===== src/rtl/pesurv_pkg.sv =====
// Shared pipeline constants: writeback source selects, load sizes and the default datapath width.
package pesurv_pkg;

   localparam int XLEN_DEF = 32;

   localparam logic [1:0] WB_SEL_ALU  = 2'b00;
   localparam logic [1:0] WB_SEL_LOAD = 2'b01;
   localparam logic [1:0] WB_SEL_PC4  = 2'b10;

   localparam logic [1:0] LS_BYTE = 2'b00;
   localparam logic [1:0] LS_HALF = 2'b01;
   localparam logic [1:0] LS_WORD = 2'b10;

endpackage


===== src/rtl/wb_load_align.sv =====
// Load extractor: picks the byte/half/word at the offset, extends it, flags misalignment.
// Purely combinational (0 cycles); no handshake, so no backpressure.
module wb_load_align
   import pesurv_pkg::*;
#(
   parameter int XLEN = XLEN_DEF
) (
   input  logic [XLEN-1:0] i_word,
   input  logic [1:0]      i_off,
   input  logic [1:0]      i_size,
   input  logic            i_unsigned,
   output logic [XLEN-1:0] o_data,
   output logic            o_misalign
);

   logic [7:0]  byte_v;
   logic [15:0] half_v;

   always_comb begin
      byte_v     = i_word[7:0];
      half_v     = i_off[1] ? i_word[31:16] : i_word[15:0];
      o_data     = i_word;
      o_misalign = 1'b0;

      case (i_off)
         2'd1:    byte_v = i_word[15:8];
         2'd2:    byte_v = i_word[23:16];
         2'd3:    byte_v = i_word[31:24];
         default: byte_v = i_word[7:0];
      endcase

      // Size 11 falls into the word branch along with LS_WORD.
      case (i_size)
         LS_BYTE: o_data = {{(XLEN-8){~i_unsigned & byte_v[7]}}, byte_v};
         LS_HALF: begin
            o_data     = {{(XLEN-16){~i_unsigned & half_v[15]}}, half_v};
            o_misalign = i_off[0];
         end
         default: o_misalign = (i_off != 2'b00);
      endcase
   end

endmodule


===== src/rtl/wb_stage.sv =====
// MEM/WB register and writeback formatter; 1-cycle input->regfile write, outputs only from stage flops.
// Holds on i_stall, bubbles on i_flush (flush wins); optional retire counter under WB_RETIRE_CNT_EN.
module wb_stage
   import pesurv_pkg::*;
#(
   parameter int XLEN  = XLEN_DEF,
   parameter int CNT_W = 64
) (
   input  logic             i_clk,
   input  logic             i_rst_n,
   input  logic             i_valid,
   input  logic             i_stall,
   input  logic             i_flush,
   input  logic             i_reg_write,
   input  logic [4:0]       i_rd_addr,
   input  logic [1:0]       i_wb_sel,
   input  logic [XLEN-1:0]  i_alu_result,
   input  logic [XLEN-1:0]  i_pc_plus4,
   input  logic [XLEN-1:0]  i_load_data,
   input  logic [1:0]       i_load_size,
   input  logic             i_load_unsigned,
   output logic [4:0]       o_rd_addr,
   output logic [XLEN-1:0]  o_rd_data,
   output logic             o_write_en,
   output logic             o_load_misalign,
   output logic [CNT_W-1:0] o_instret
);

   typedef struct packed {
      logic            vld;
      logic            reg_write;
      logic [4:0]      rd_addr;
      logic [1:0]      wb_sel;
      logic [XLEN-1:0] alu_result;
      logic [XLEN-1:0] pc_plus4;
      logic [XLEN-1:0] load_data;
      logic [1:0]      load_size;
      logic            load_unsigned;
   } stage_t;

   stage_t          stage_q, stage_d;
   logic [XLEN-1:0] load_val;
   logic            align_mis;
   logic            misalign;

   always_comb begin
      stage_d = stage_q;
      if (i_flush) begin
         stage_d.vld = 1'b0;
      end else if (!i_stall) begin
         stage_d.vld           = i_valid;
         stage_d.reg_write     = i_reg_write;
         stage_d.rd_addr       = i_rd_addr;
         stage_d.wb_sel        = i_wb_sel;
         stage_d.alu_result    = i_alu_result;
         stage_d.pc_plus4      = i_pc_plus4;
         stage_d.load_data     = i_load_data;
         stage_d.load_size     = i_load_size;
         stage_d.load_unsigned = i_load_unsigned;
      end
   end

   always_ff @(posedge i_clk or negedge i_rst_n) begin
      if (!i_rst_n) stage_q <= '0;
      else          stage_q <= stage_d;
   end

   wb_load_align #(.XLEN(XLEN)) u_align (
      .i_word     (stage_q.load_data),
      .i_off      (stage_q.alu_result[1:0]),
      .i_size     (stage_q.load_size),
      .i_unsigned (stage_q.load_unsigned),
      .o_data     (load_val),
      .o_misalign (align_mis)
   );

   always_comb begin
      misalign = stage_q.vld & (stage_q.wb_sel == WB_SEL_LOAD) & align_mis;
      case (stage_q.wb_sel)
         WB_SEL_LOAD: o_rd_data = load_val;
         WB_SEL_PC4:  o_rd_data = stage_q.pc_plus4;
         default:     o_rd_data = stage_q.alu_result;
      endcase
      o_rd_addr       = stage_q.rd_addr;
      o_load_misalign = misalign;
      o_write_en      = stage_q.vld & stage_q.reg_write & (stage_q.rd_addr != 5'd0) & ~misalign;
   end

`ifdef WB_RETIRE_CNT_EN
   logic             retire;
   logic [CNT_W-1:0] instret_q, instret_d;

   always_comb begin
      retire    = stage_q.vld & ~i_stall & ~i_flush;
      instret_d = instret_q + CNT_W'(retire);
   end

   always_ff @(posedge i_clk or negedge i_rst_n) begin
      if (!i_rst_n) instret_q <= '0;
      else          instret_q <= instret_d;
   end

   assign o_instret = instret_q;
`else
   assign o_instret = '0;
`endif

endmodule


===== config.mk =====
export PLATFORM = sky130hd
export DESIGN_NAME = wb_stage
export DESIGN_NICKNAME = d
export VERILOG_FILES = /design/src/rtl/pesurv_pkg.sv /design/src/rtl/wb_load_align.sv /design/src/rtl/wb_stage.sv
export SDC_FILE = /design/constraint.sdc
export NUM_CORES = 1
export LEC_CHECK = 0
export BUFFER_PORTS_ARGS = -buffer_cell sky130_fd_sc_hd__buf_2
export CAP_MARGIN = 25
export CORE_ASPECT_RATIO = 1.5
export CORE_MARGIN = 3
export CORE_UTILIZATION = 40
export CTS_CLUSTER_DIAMETER = 80
export DETAILED_ROUTE_END_ITERATION = 10
export PLACE_DENSITY = 0.68
export SLEW_MARGIN = 20
export SYNTH_ARGS = -nofsm -noshare
export SYNTH_HDL_FRONTEND = slang
export SYNTH_SLANG_ARGS = --single-unit

===== constraint.sdc =====
create_clock -name i_clk -period 4 [get_ports i_clk]
set_input_delay 0.6 -clock i_clk [delete_from_list [all_inputs] [get_ports i_clk]]
set_output_delay 0.6 -clock i_clk [all_outputs]
set_load 0.02 [all_outputs]

== Word level (Yosys, flattened, before mapping) ==
Cells that the tools add are included.

* Bits in writable memories: 0
* Word-level logic and storage cells: 38
* Bits in registers: 108
* Output and inout port bits: 103
* Input bits: 112
* Memories: 0
* Bits in read-only memories: 0
* Latch bits: 0

* Shift operators: 0
* Divide/modulo/power cells: 0
* Eq/ne operators: 7
* Multiply operators: 0
* Muxes and demuxes: 7
* Bitwise logic cells: 11
* Reductions and logical operators: 4
* Add/subtract/negate cells: 0
* Order comparisons: 0

{| class="wikitable"
|+ Operators with widths
! kind !! number
|-
| one-hot mux 32 bit (2 select lines) || 2
|-
| 2-to-1 mux 108 bit || 1
|-
| one-hot mux 8 bit (3 select lines) || 1
|-
| 2-to-1 mux 16 bit || 1
|-
| bitwise AND 1 bit || 7
|-
| == test 2 x 1 -> 1 bit, second input constant || 3
|-
| == test 2 bit, second input constant || 3
|-
| nonzero test 5 bit || 1
|-
| inverter 1 bit || 4
|-
| logical NOT 2 bit || 1
|-
| inequality test 2 x 1 -> 1 bit, second input constant || 1
|-
| one-hot mux 1 bit (2 select lines) || 1
|-
| AND reduction 2 bit || 1
|-
| nonzero test 2 bit || 1
|-
| 2-to-1 mux 1 bit || 1
|}

== Depth between registers and ports, before layout ==
Gate-level depths: netlist of the first run.

* Word-level depth: 5
* Mapped depth: 7
* Gate-level depth less buffers: 6

== By module ==
From an unflattened synthesis of the first run, not the netlist that was laid out.

* Cell total of the unflattened synthesis: 555
* Area, all modules: 6,113.4 µm²

{| class="wikitable"
|+ Modules (own cells, without submodules)
! module !! instances !! area an instance (µm²) !! cells each !! sequential area each (µm²)
|-
| wb_stage || 1 || 5,285.1 || 417 || 2,702.6
|-
| wb_load_align || 1 || 828.3 || 138 || 0.0
|}

== Worst setup path before layout of the first run ==
No wires, ideal clock.

* Kind: register to output
* Start point: register stage_q[99] in the netlist's numbering
* End point: output o_rd_data[31]
* Slack: 1.505 ns
* Required time: 3.400 ns
* Stages on the path, launching flop included: 8
* Arrival: 1.895 ns
* Path buffers: 2
* Cells stage by stage: dfrtp_1 inv_1 ha_1 nand2b_1 clkbuf_1 a21o_2 buf_6 o31ai_1

* Longest elaborated chain between the ends: 2
* Elaborated cells between the ends (all ways): 3
* Classes of those cells: eq/ne (2); mux (1)

{| class="wikitable"
|+ Ends and longest elaborated chain
! element !! RTL line !! RTL
|-
| start: declaration || wb_stage.sv:41 || <nowiki>stage_t stage_q, stage_d;</nowiki>
|-
| start signal: assignment || wb_stage.sv:65 || <nowiki>else stage_q <= stage_d;</nowiki>
|-
| == test 2 bit or == test 2 x 1 -> 1 bit (tied branches) || wb_stage.sv:79 || <nowiki>case (stage_q.wb_sel)</nowiki>
|-
| one-hot mux 32 bit (2 select lines) * || wb_stage.sv:79 ||
|-
| end: declaration || wb_stage.sv:23 || <nowiki>output logic [XLEN-1:0] o_rd_data,</nowiki>
|}

Mark *: on every way between the ends. The rest lies on a longest branch, timed or not.

== Worst setup path in the final report of the first run ==
* Start point: register stage_q[68] in the netlist's numbering
* End point: output o_rd_data[15]

* Longest elaborated chain between the ends: 5
* Elaborated cells between the ends (all ways): 8
* Classes of those cells: eq/ne (3); mux (4); bitwise (1)

{| class="wikitable"
|+ Ends and longest elaborated chain
! element !! RTL line !! RTL
|-
| == test 2 bit or == test 2 x 1 -> 1 bit (tied branches) || wb_load_align.sv:25 || <nowiki>case (i_off)</nowiki>
|-
| one-hot mux 8 bit (3 select lines) || wb_load_align.sv:25 ||
|-
| bitwise AND 1 bit || wb_load_align.sv:34 || <nowiki>LS_BYTE: o_data = {{(XLEN-8){~i_unsigned & byte_v[7]}}, byte_v};</nowiki>
|-
| one-hot mux 32 bit (2 select lines) * || wb_load_align.sv:33 || <nowiki>case (i_size)</nowiki>
|-
| one-hot mux 32 bit (2 select lines) * || wb_stage.sv:79 ||
|}

Marked as above.

==> results of run 1 <==
-- worst max path at each step --
stage	start	endpoint	slack [ns]	cells after the start
6_report	stage_q[68]	o_rd_data[15]	0.76	5
5_1_grt	stage_q[2]	o_rd_data[29]	0.57	5
4_1_cts	stage_q[2]	o_rd_data[29]	0.78	5
3_5_place_dp	stage_q[68]	o_rd_data[15]	1.16	5
3_3_place_gp	stage_q[68]	o_rd_data[15]	1.19	5
2_1_floorplan	stage_q[99]	o_rd_data[31]	1.51	7
-- through the flow --
step	utilization [%]	power [W]
finish	47.9	0.00327
global route	47.9	0.00345
floorplan	-	0.00211
detailed placement	45.5	0.00237
CTS	47.7	0.00330
global placement	45.5	0.00235
-- final cells by class --
cell class              instances  area [µm²]  share of cell area (%)
diodes                          2        5.00                  0.0734
inverters                      12        45.0                   0.660
well taps                     192         240                    3.52
repair buffers                155         816                    12.0
flip-flops and latches        108        2700                    39.6
multi-input cells             387        2710                    39.7
clock buffers                   9         225                    3.30
clock inverters                 7        80.1                    1.17
-- power groups by stage --
stage | clock (W) | combinational (W) | sequential, W
after floorplan | 0 | 0.000772 | 0.00134
after global placement | 0 | 0.000951 | 0.00140
after detailed placement | 0 | 0.000966 | 0.00141
after CTS | 0.000942 | 0.000969 | 0.00139
after global routing | 0.000991 | 0.00105 | 0.00141
final | 0.000918 | 0.000965 | 0.00139
-- registers in the layout (all words and copies together) (netlist names) --
signal     count
stage_q      103
o_rd_addr      5
-- synthesized netlist by cell type (8+ instances only) --
master,number,area [µm²]
a211o_1,9,78.8
a21oi_1,27,135
buf_2,11,55.1
buf_4,69,518
clkbuf_1,25,93.8
dfrtp_1,108,2700
inv_1,12,45.0
mux2_2,103,1160
nand2_1,66,248
nor2_1,29,109
o21ai_0,15,75.1
o221ai_1,14,123
o31ai_1,8,60.1
-- per-layer routing --
metal	vias up	routed length [µm]	track usage, %
li1	2048	-	-
met1	2137	5960	22.4
met2	185	8080	33.6
met3	26	821	3.26
met4	0	563	8.01
met5	-	0	0
-- kinds of logic after synthesis --
kind of cell,after synthesis,share of synthesized area [%]
AO/OA/AOI/OAI,100,12.3
multiplexers,107,20.8
buffers and inverters,120,12.5
flip-flops,108,45.8
other,1,0.0635
adder cells (fa/ha/maj),2,0.424
AND/OR/NAND/NOR,114,8.18
-- critical path, delay by kind of cell (launching register included) --
kind                   cells  cell delay (ns)
AO/OA/AOI/OAI              3             0.85
flip-flops                 1             0.80
AND/OR/NAND/NOR            1             0.48
buffers and inverters      1             0.17
==> reports/metrics.cfg, run 1 <==
[sta]
max_freq_mhz = 308
finalCritPeriodShare_pct = 81.1
slew_headroom_pct = 31.3
clock_skew_ns = 0
fin_hold_ws_ns = 0.220
tns_ns = 0
setup_viol = 0
fin_crit_ns = 3.24
setup_slack_ns = 0.757
tightestPinTransition_ns = 1.03
rsz0062_at_grt = false
finalHoldViolCount = 0
drv_slew = 0

[logic_synthesis]
syn_area_mm2 = 0.00590
ys.flop_type = dfrtp_1
ys_seq_elements = 108
synth_area_per_cell_um2 = 10.7
synth-warning-count = 0
syn_inst = 552
yosysUniqueCellTypes = 36
ys_async_sr_fraction_pct = 100
synth-edff-count = 0
ys_seq_area_share_pct = 45.8

[floorplan]
ios = 215
die_w_um = 105
core_mm2 = 0.0143
start_util_pct = 41.4
rows = 53
die-area_mm2 = 0.0163
die_y_um = 155

[worst_setup_path]
reg2regPathDepth = 2
cp_max_fo = 24
crit_type = flip-flop to primary output
crit_required_ns = 3.40
r2r-start = stage_q[2]
crit_slowest_cell = dfrtp_1
endpoint_kind = primary output
regToRegSetupSlack_ns = 2.51
crit_arrival_ns = 2.64
cpPeakStageDelay_ns = 0.80
cp-start-kind = flip-flop
timing.rr.end = stage_q[2]
crit_chain = nor3b_1 -> a22oi_1 -> a221oi_1 -> a211o_1 -> buf_2

[grt]
grt_pass1_wl_mm = 24.4
overflow = 0
grt_pass1_vias = 4582
grt_max_degree = 97
groute.usage.overall_pct = 18.9
antenna_found_initial = 2

[layout]
stdcell_count = 872
drive_above_1_share_pct = 41.6
nNetsFinal = 787
fillers = 1348
areaGrowthSynthToFinish_pct = 15.6
final_cell_mix = buf_2 (149), dfrtp_1 (108), mux2_2 (103)
design_area_mm2 = 0.00682
layout_commonest_cell = buf_2

[pwr]
p_seq_share_pct = 42.4
p_int_w = 0.00214
switching_power_w = 0.00113
clkPwrFrac_pct = 28.1
p_sw_share_pct = 34.7
power_density_mw_per_mm2 = 479
comb_power_share_pct = 29.5
p_leak_nw = 3.17
peakVddDrop_mv = 0.278

[clocking]
cts_resized = 0
clockBufferDepth = 2
clk_pin_slew_worst_paths_ns = 0.07
cts_max_level = 3
numCtsBuffers = 9
postCtsSetupRepairBufs = 0
insertion_delay_ns = 0.35
clock_sinks = 108
hold_buffers = 0
cts_root_buffer = clkbuf_16
tritoncts = done

[detailed_routing]
drc = 0
viasPerCell = 5.04
vias = 4396
finalWirelength_mm = 15.4
dr.pass1.iters = 4
ant_nets = 0
wl_per_cell_um = 17.7
drt_iter0_markers = 254

[place]
dp_hpwl_mm = 11.6
pre_cts_ws_ns = 1.16
placed_cell_area_mm2 = 0.00649
io_buffers = 150
globalplace.congestion = 0.888
dp.cells = 853

[flow_run]
drv_cap = 0

[status]
status = finished, final reports clean

[worst_hold_path]
hold_path_class = input pin to async pin

(Power assumes the default switching activity.)
==> run 2, diff against run 1 <==
--- a/config.mk
+++ b/config.mk
@@ -5,6 +5,7 @@
 export SDC_FILE = /design/constraint.sdc
 export NUM_CORES = 1
 export LEC_CHECK = 0
+export ABC_AREA = 1
 export BUFFER_PORTS_ARGS = -buffer_cell sky130_fd_sc_hd__buf_2
 export CAP_MARGIN = 25
 export CORE_ASPECT_RATIO = 1.5
==> constraint.sdc (replaced) <==
create_clock -name i_clk -period 3.26 [get_ports i_clk]
set_input_delay 0.489 -clock i_clk [delete_from_list [all_inputs] [get_ports i_clk]]
set_output_delay 0.489 -clock i_clk [all_outputs]
set_load 0.02 [all_outputs]
==> run 2 against run 1 <==
  * Register-to-register slack lost 0.73 ns
  * Via count grew 8.4%
  * Global-route usage shrank 0.41 points
  * Flip-flop and latch count is the same
  * Worst hold slack lost 0.025 ns
  * Die area grew 1.1%
  * Cell count grew 13%
  * Clock-buffer cell count grew 2
  * Critical path depth grew 2
  * Largest power group unchanged
==> reports/metrics.cfg, run 2 <==
[grt]
antenna_found_initial = 3
groute.usage.overall_pct = 18.5
overflow = 0
grt_pass1_vias = 4639
grt_pass1_wl_mm = 24.0
grt_max_degree = 84

[sta]
finalCritPeriodShare_pct = 87.1
finalHoldViolCount = 0
setup_viol = 0
rsz0062_at_grt = false
max_freq_mhz = 352
tns_ns = 0
drv_slew = 0
clock_skew_ns = 0
tightestPinTransition_ns = 0.757
fin_crit_ns = 2.84
slew_headroom_pct = 49.5

[clocking]
hold_buffers = 0
clockBufferDepth = 2
cts_max_level = 3
clk_pin_slew_worst_paths_ns = 0.08
numCtsBuffers = 9
cts_root_buffer = clkbuf_16
cts_resized = 0
clock_sinks = 108
insertion_delay_ns = 0.35
tritoncts = done
postCtsSetupRepairBufs = 0

[logic_synthesis]
synth_area_per_cell_um2 = 9.08
ys.flop_type = dfrtp_1
syn_inst = 658
synth_most_common_cell = dfrtp_1
synth-edff-count = 0
yosysTopAreaCellShare_pct = 45.3
yosys-top-cells-area = dfrtp_1 (45%), mux2_2 (11%), buf_4 (8.8%)
synth_top_area_cell = dfrtp_1
synth-warning-count = 0
syn_area_mm2 = 0.00597
yosysUniqueCellTypes = 36
ys_seq_area_share_pct = 45.3
ys_seq_elements = 108
synthTopCellsByCount = dfrtp_1 (108), nand2_1 (95), a21oi_1 (79), buf_4 (70), o21ai_0 (60)
ys_async_sr_fraction_pct = 100

[pwr]
clkPwrFrac_pct = 30.6
power_density_mw_per_mm2 = 611
comb_power_share_pct = 31.0
p_leak_nw = 3.35
p_int_w = 0.00279
p_seq_share_pct = 38.4
peakVddDrop_mv = 0.270
switching_power_w = 0.00146
p_sw_share_pct = 34.4

[detailed_routing]
viasPerCell = 4.83
finalWirelength_mm = 15.5
drt_iter0_markers = 324
vias = 4766
wl_per_cell_um = 15.7
dr.pass1.iters = 4
drc = 0
ant_nets = 0

[floorplan]
die_y_um = 156
die-area_mm2 = 0.0165
start_util_pct = 40.9
core_mm2 = 0.0146
ios = 215
die_w_um = 106
rows = 54

[layout]
layout_commonest_cell = buf_2
design_area_mm2 = 0.00696
regMostFlops = stage_q
post-route-util_pct = 47.7
largest_reg_flops = 103
nNetsFinal = 897
areaGrowthSynthToFinish_pct = 16.5
final_cell_mix = buf_2 (149), dfrtp_1 (108), nand2_1 (95)
fillers = 1442
drive_above_1_share_pct = 34.3

[place]
io_buffers = 150
placed_cell_area_mm2 = 0.00659
globalplace.congestion = 0.827
dp_hpwl_mm = 11.3

[worst_setup_path]
cp_max_fo = 25
crit_type = flip-flop to primary output
crit_slowest_cell = dfrtp_1
cpPeakStageDelay_ns = 0.83
crit_start = stage_q[68]
cp-start-kind = flip-flop
path_common_cell = nand3_4
crit_chain = nor2_2 -> a21oi_4 -> nand3_4 -> nand3_4 -> nand2_1 -> a21oi_1 -> buf_2
crit_arrival_ns = 2.35
crit_required_ns = 2.77
r2r-start = stage_q[68]
endpoint_kind = primary output

[worst_hold_path]
hold_path_class = input pin to async pin

[status]
status = finished, final reports clean

[flow_run]
drv_cap = 0

## run 2: through the flow
step                      setup slack [ns]  std cells  hold WS, ns  power [W]
after floorplan                       1.05        721        0.193    0.00264
after global placement               0.811        968        0.489    0.00297
after detailed placement             0.783        968        0.496    0.00299
after CTS                            0.391        984        0.236    0.00430
after global routing                 0.234        987        0.254    0.00449
final                                0.421        987        0.195    0.00426
## run 2: cell type report
cell class / count / area (µm²) / area share, %
clock inverter: 5 / 108 / 1.55
antenna: 3 / 7.51 / 0.108
multi-input combinational: 454 / 2580 / 37.1
sequential: 108 / 2700 / 38.8
inverter: 52 / 195 / 2.80
tap: 196 / 245 / 3.52
timing repair buffer: 158 / 863 / 12.4
clock buffer: 11 / 253 / 3.63
## run 2: path summary, 6_finish.rpt
check	endpoint	slack [ns]	cells past startpoint
setup reg to reg	stage_q[68]	1.78	2
max in group asynchronous	stage_q[3]	2.29	2
hold reg to reg	stage_q[83]	0.51	1
hold / removal	o_rd_addr[4]	0.20	1
setup / recovery	o_rd_data[17]	0.42	7
min in group i_clk	o_rd_addr[4]	0.34	3
## run 2: power by group through the flow
stage / Combinational, W / Clock [W] / Sequential (W)
final: 0.00132 / 0.00130 / 0.00164
after global routing: 0.00145 / 0.00138 / 0.00166
after CTS: 0.00134 / 0.00133 / 0.00163
after detailed placement: 0.00133 / 0 / 0.00166
after global placement: 0.00132 / 0 / 0.00165
after floorplan: 0.00102 / 0 / 0.00162
## run 2: kinds of logic (layout without fill, tap and decap cells)
group           after synthesis  count (layout)  synth area share, %
flops                       108             108                 45.3
simple gates                160             160                 11.7
fa+ha+maj                     2               2                0.419
mux                          58              58                 10.9
compound gates              170             170                 16.0
other cells                   1              67               0.0628
buf+inv                     159             226                 15.5
## run 2: per-layer routing
| layer | GRT usage [%] | vias to the layer above | routed length, µm |
|---|---|---|---|
| met5 | 0 | - | 0 |
| met4 | 8.33 | 0 | 477 |
| met3 | 3.85 | 31 | 931 |
| met2 | 32.0 | 181 | 7920 |
| met1 | 22.2 | 2256 | 6140 |
| li1 | - | 2298 | - |
## run 2: worst max-delay path: cells and delay by family, from the launching register on
kind,cells,cell delay [ns]
AO/OA/AOI/OAI,2,0.34
buffers and inverters,1,0.18
flip-flops,1,0.83
AND/OR/NAND/NOR,4,0.65
==> run 3, diff against run 2 <==
==> constraint.sdc (replaced) <==
create_clock -name i_clk -period 3.1 [get_ports i_clk]
set_input_delay 0.465 -clock i_clk [delete_from_list [all_inputs] [get_ports i_clk]]
set_output_delay 0.465 -clock i_clk [all_outputs]
set_load 0.02 [all_outputs]
==> run 3 against run 2 <==
  * Final area shrank 0.34%
  * Clock skew is the same
  * Combinational power grew 5%
  * Total power grew 3.2%
  * Die area is the same
  * Sequential share of layout area grew 0.13 points
  * Clock power is essentially flat
  * Register-to-register slack lost 0.12 ns
  * Worst hold slack lost 0.14 ns
==> reports/metrics.cfg, run 3 (same netlist as run 2, synthesis figures left out) <==
[worst_setup_path]
cp-start-kind = flip-flop
crit_chain = nand3_1 -> nand3_2 -> nand3_4 -> nand3_4 -> nand2_1 -> a21oi_1 -> buf_2
path_delay_family = flip-flops
crit_required_ns = 2.63
crit_type = flip-flop to primary output
reg2regPathDepth = 2
cp_num_buf_inv = 1
cp_max_fo = 25
endpoint_kind = primary output
crit_arrival_ns = 2.33
cpPeakStageDelay_ns = 0.83
regToRegSetupSlack_ns = 1.66
cp.depth = 7
timing.rr.end = stage_q[68]
path_common_cell = nand3_4
r2r-start = stage_q[68]
crit_slowest_cell = dfrtp_1

[grt]
antenna_found_initial = 4
grt_max_degree = 75
use_met1_pct = 22.4
overflow = 0
groute.usage.overall_pct = 19.3
grt_pass1_wl_mm = 24.6
use_met3_pct = 3.40
grt_pass1_vias = 4687
busiest_layer = met2
use_met2_pct = 33.9

[pwr]
total_power_w = 0.00439
p_int_w = 0.00282
p_seq_share_pct = 39.2
comb_power_share_pct = 31.6
switching_power_w = 0.00157
power_density_mw_per_mm2 = 633
clkPwrFrac_pct = 29.2
peakVddDrop_mv = 0.283
p_leak_nw = 3.34
p_sw_share_pct = 35.8

[sta]
rsz0062_at_grt = false
finalCritPeriodShare_pct = 90.2
slew_headroom_pct = 50.6
setup_viol = 0
tightestPinTransition_ns = 0.741
tns_ns = 0
finalHoldViolCount = 0
max_freq_mhz = 358
clock_skew_ns = 0
drv_slew = 0
fin_crit_ns = 2.80

[clocking]
cts_root_buffer = clkbuf_16
postCtsSetupRepairBufs = 0
clockBufferDepth = 2
clk_pin_slew_worst_paths_ns = 0.08
clock_sinks = 108
hold_buffers = 0
cts_max_level = 3
tritoncts = done
cts_resized = 0
numCtsBuffers = 9
insertion_delay_ns = 0.35

[detailed_routing]
ant_nets = 0
finalWirelength_mm = 15.8
viasPerCell = 4.82
vias = 4776
drc = 0
dr.pass1.iters = 4
drt_iter0_markers = 406
wl_per_cell_um = 16.0

[layout]
final_cell_mix = buf_2 (149), dfrtp_1 (108), nand2_1 (95)
largest_reg_flops = 103
drive_above_1_share_pct = 34.4
stdcell_count = 990
regMostFlops = stage_q
areaGrowthSynthToFinish_pct = 16.1
post-route-util_pct = 47.5
nNetsFinal = 899
design_area_mm2 = 0.00694
layout_commonest_cell = buf_2

[worst_hold_path]
hold_path_class = input pin to async pin

[floorplan]
start_util_pct = 40.9
die-area_mm2 = 0.0165
die_y_um = 156
ios = 215
rows = 54
die_w_um = 106
core_mm2 = 0.0146

[place]
dp.cells = 970
dp_hpwl_mm = 11.7
globalplace.congestion = 0.874
io_buffers = 150
placed_cell_area_mm2 = 0.00659

[status]
status = finished, final reports clean

[flow_run]
drv_cap = 0

-- run 3: how the worst max path moves through the flow --
stage                       startpoint  slack (ns)            end
after floorplan           stage_q[100]        0.92     o_write_en
after global placement     stage_q[68]        0.73  o_rd_data[18]
after detailed placement   stage_q[68]        0.67  o_rd_data[17]
after CTS                  stage_q[68]        0.28  o_rd_data[17]
after global routing       stage_q[68]       0.003  o_rd_data[17]
final                      stage_q[68]        0.30  o_rd_data[17]
-- run 3: through the flow --
stage,hold WS (ns),setup WS (ns)
global placement,0.453,0.731
finish,0.0558,0.303
floorplan,0.169,0.917
global route,0.0777,0.00307
CTS,0.0794,0.283
detailed placement,0.466,0.672
-- run 3: area by class of cell --
| cell class | instances | area [µm²] |
|---|---|---|
| clock buffers | 9 | 225 |
| well taps | 196 | 245 |
| flip-flops and latches | 108 | 2700 |
| repair buffers | 160 | 866 |
| multi-input cells | 454 | 2580 |
| fillers | 1489 | 7660 |
| diodes | 4 | 10.0 |
| inverters | 52 | 195 |
| clock inverters | 7 | 106 |
-- run 3: layer usage --
| layer | routed length, µm | vias to the layer above |
|---|---|---|
| met3 | 996 | 28 |
| li1 | - | 2300 |
| met5 | 0 | - |
| met4 | 530 | 0 |
| met2 | 8340 | 193 |
| met1 | 5970 | 2255 |
-- run 3: power by group through the flow --
stage               Sequential [W]  Clock, W  Combinational [W]
global placement           0.00174         0            0.00139
finish                     0.00172   0.00128            0.00139
detailed placement         0.00175         0            0.00140
global route               0.00175   0.00138            0.00153
floorplan                  0.00170         0            0.00107
CTS                        0.00172   0.00131            0.00140
